[src/rtl/fetch_stage.sv]
// Instruction fetch stage: owns the PC and the IF/ID register, with a run/pause/halt
// controller. Instruction memory is read combinationally at imem_addr.
module fetch_stage (
    input  logic        clock,
    input  logic        reset,
    input  logic        exec,
    input  logic        stall,
    input  logic        pc_src,
    input  logic [15:0] branch_target,
    output logic [15:0] imem_addr,
    input  logic [15:0] imem_data,
    output logic [15:0] instr,
    output logic [15:0] instr_pc,
    output logic        running,
    output logic        halted
);
    localparam logic [1:0] IDLE = 2'd0;
    localparam logic [1:0] RUN  = 2'd1;
    localparam logic [1:0] HALT = 2'd2;

    logic [1:0]  state;
    logic [15:0] pc;
    logic        is_hlt;

    assign is_hlt    = (instr[15:14] == 2'b11) && (instr[7:4] == 4'hF);
    assign imem_addr = pc;
    assign running   = (state == RUN);
    assign halted    = (state == HALT);

    always_ff @(posedge clock or negedge reset) begin
        if (!reset) begin
            state    <= IDLE;
            pc       <= 16'h0000;
            instr    <= 16'h0000;
            instr_pc <= 16'h0000;
        end else begin
            case (state)
                IDLE: begin
                    // Entering RUN does not fetch; the first fetch is one edge later.
                    if (exec) state <= RUN;
                end
                RUN: begin
                    // A taken branch flushes the HLT sitting in IF/ID, so it is not a halt.
                    if (is_hlt && !pc_src) begin
                        state <= HALT;
                        instr <= 16'h0000;
                    end else if (exec) begin
                        state <= IDLE;
                    end else if (pc_src) begin
                        pc       <= branch_target;
                        instr    <= 16'h0000;
                        instr_pc <= 16'h0000;
                    end else if (!stall) begin
                        pc       <= pc + 16'd1;
                        instr    <= imem_data;
                        instr_pc <= pc;
                    end
                end
                default: ;  // HALT (and the unused encoding) hold until reset
            endcase
        end
    end
endmodule

[config.mk]
export PLATFORM = sky130hd
export DESIGN_NAME = fetch_stage
export DESIGN_NICKNAME = d
export VERILOG_FILES = /design/src/rtl/fetch_stage.sv
export SDC_FILE = /design/constraint.sdc
export NUM_CORES = 1
export LEC_CHECK = 0
export CAP_MARGIN = 20
export CORE_MARGIN = 3
export CORE_UTILIZATION = 40
export CTS_CLUSTER_SIZE = 28
export DETAILED_ROUTE_END_ITERATION = 10
export PLACE_DENSITY = 0.76
export REMOVE_ABC_BUFFERS = 1
export SYNTH_ARGS = -nofsm -noshare
export SYNTH_HDL_FRONTEND = slang
export SYNTH_SLANG_ARGS = --single-unit
export TNS_END_PERCENT = 30
[constraint.sdc]
create_clock -name clock -period 5.7 [get_ports clock]
set_clock_uncertainty 0.2 [all_clocks]
set_input_delay 0.57 -clock clock [delete_from_list [all_inputs] [get_ports clock]]
set_output_delay 0.57 -clock clock [all_outputs]
set_load 0.05 [all_outputs]
==> results.py <==
metrics = {
    "outcome": {
        "status": "complete, no violations",
    },
    "final_layout": {
        "final_cell_mix": "clkdlybuf4s50_1, dfrtp_1, nand2_1",
        "final_common_cell": "clkdlybuf4s50_1",
        "diodes": 0,
        "syn_to_final_growth_pct": 40.6,
        "stdcell_count": 413,
        "finalNetCount": 375,
        "final_core_util_pct": 59.1,
        "drive_gt1_share_pct": 5.62,
    },
    "routing": {
        "drtIter0Drc": 199,
        "wl_per_cell_um": 16.1,
        "antenna_left": 0,
        "routed_wl_um": 6650,
        "vias_per_cell": 5.38,
        "remaining_drc_errors": 0,
        "dr.pass1.iters": 5,
        "vias": 2223,
    },
    "placed_design": {
        "dpl.cell_count": 405,
        "place.detailed.hpwl_um": 4880,
        "portBuffers": 86,
        "gp_congestion": 0.807,
        "dp_slack_ns": 2.67,
    },
    "clock_tree": {
        "cts_num_sinks": 50,
        "cts_tree": "yes",
        "cts_resized": 0,
        "clk_latency_ns": 0.30,
        "htree_levels": 2,
        "numCtsBuffers": 5,
        "cts_hold_buf": 0,
        "root_buffer": "clkbuf_8",
        "cts_buffer_depth": 2,
        "path_clk_slew_ns": 0.09,
        "post_cts_buffers": 0,
    },
    "synthesis": {
        "synth_compound_gate_area_share_pct": 20.4,
        "synth_xor_area_share_pct": 0,
        "ys.flop_type": "dfrtp_1",
        "avgSynthCellArea_um2": 10.0,
        "synthesis.area_um2": 2530,
        "synth_seq_cells": 50,
        "synth_top_area_cell": "dfrtp_1",
        "synthTopCellsByArea": "dfrtp_1, mux2i_1, a22o_1, nand2_1, inv_1",
        "ys_async_sr_fraction_pct": 100,
        "ys_warn_count": 0,
        "yosysTopAreaCellShare_pct": 49.4,
        "synth_cell_types": 51,
        "synth_simple_gate_area_share_pct": 16.8,
        "muxShareOfSynthArea_pct": 6.72,
        "yosysSeqAreaShare_pct": 49.4,
        "synth_fa_ha_area_share_pct": 0.494,
        "syn_inst": 253,
        "synth-edff-count": 0,
        "synth_top_family_by_area": "compound AO/OA/AOI/OAI gates",
    },
    "setup_path": {
        "rr_startpoint": "state[1]",
        "crit_path_end_kind": "register",
        "rr_worst_depth": 4,
        "rrSetupSlack_ns": 3.32,
        "cp.arrival_ns": 2.74,
        "reg2reg_to": "imem_addr[8]",
        "path_max_fanout": 31,
        "start_kind": "input port",
        "setup.worst_path.class": "in2reg",
        "startpoint": "pc_src",
        "cp.required_ns": 5.72,
    },
    "grt": {
        "grt_pass1_wl_um": 10900,
        "grt-ovfl-total": 0,
        "gr-usage-met3_pct": 3.17,
        "busiest_layer": "met2",
        "grt_util_met1_pct": 24.8,
        "antenna_found_initial": 0,
        "grt.total_usage_pct": 18.3,
        "grt_use_met2_pct": 30.5,
        "grt_pass1_vias": 2224,
        "grt_max_degree": 36,
    },
    "floorplanning": {
        "std_cell_rows": 28,
        "dieArea_um2": 7320,
        "die_h_um": 85.6,
        "io_pins": 87,
        "fp.coreArea_um2": 6030,
        "initial_core_util_pct": 42.0,
        "die_w_um": 85.6,
    },
    "timing": {
        "setup_slack_ns": 2.98,
        "period_needed_ns": 2.72,
        "tightestPinTransition_ns": 1.02,
        "drv_slew": 0,
        "setup_tns_ns": 0,
        "min_period_over_period_pct": 47.7,
        "fmax_mhz": 368,
        "fin_hold_ws_ns": 0.0582,
        "hold_viol": 0,
        "rsz0062_at_grt": "no",
        "finalSetupViolCount": 0,
        "relSlewSlack_pct": 32.3,
    },
    "pwr": {
        "leakage_nw": 1.58,
        "p_per_area_nw_per_um2": 550,
        "ir_drop_uv": 261,
    },
    "flow_run": {
        "cap_viol_max_count": 0,
    },
    "min_path": {
        "hold_path.class": "in2async",
    },
}
area by class of cell:
cell class / instances / area, µm²
Inverter: 22 / 82.6
Tap cell: 75 / 93.8
Clock inverter: 2 / 37.5
Clock buffer: 6 / 72.6
Fill cell: 505 / 2460
Timing Repair Buffer: 90 / 898
Multi-Input combinational cell: 168 / 1130
Sequential cell: 50 / 1250
cell families (layout without fill, tap and decap cells):
logic type,count (synthesis),count (layout)
AOI/OAI and AO/OA,69,69
adders and majority gates,1,1
buffers and inverters,35,120
DFF,50,50
muxes,17,17
and+or+nand+nor,81,81
report_power, final:
part	switching, mW	internal, mW
sequential	0.154	0.492
combinational	0.702	0.366
clock	0.116	0.131
routing by layer:
layer,up-vias,wire [µm]
met4,0,78
li1,1076,-
met1,1076,2930
met2,62,3370
met3,9,274
met5,-,0
critical path, cell delays in order:
cell and delay, ns:
clkdlybuf4s50_1 0.45, buf_4 0.30, inv_1 0.28, and3_1 0.27
o21ai_4 0.58, mux2i_1 0.27
sequential cells by signal, summed over array words and instances (netlist names):
| signal | count |
|---|---|
| imem_addr | 16 |
| instr | 16 |
| instr_pc | 16 |
| state | 2 |
worst max-delay path by stage:
stage,to,slack (ns),cells after the start
2_1_floorplan,imem_addr[15],3.44,4
3_3_place_gp,instr[1],2.75,6
3_5_place_dp,instr[6],2.67,6
4_1_cts,instr[6],2.99,6
5_1_grt,instr[2],2.85,6
6_report,instr[5],2.98,6
cells in the mapped netlist, types with 2 or more instances:
library cell / n
dfrtp_1: 50
nand2_1: 30
inv_1: 22
mux2i_1: 17
a22o_1: 15
nor2_1: 13
o21ai_0: 13
a21oi_1: 11
buf_2: 8
nand3_1: 6
nor4_1: 6
nor3_1: 4
o31ai_1: 4
clkbuf_1: 3
nand4_1: 3
a211o_1: 2
a211oi_1: 2
a21o_1: 2
a31oi_1: 2
and2_1: 2
and3_1: 2
and4_1: 2
buf_6: 2
nand2b_1: 2
nand3b_1: 2
nor2b_1: 2
o22ai_1: 2
stage by stage:
stage	power, mW	instance area [µm²]
3_5_place_dp	1.72	3450
3_3_place_gp	1.70	3420
2_1_floorplan	1.32	2460
6_report	1.96	3560
5_1_grt	2.05	3560
4_1_cts	1.98	3560
(Power assumes the default switching activity.)
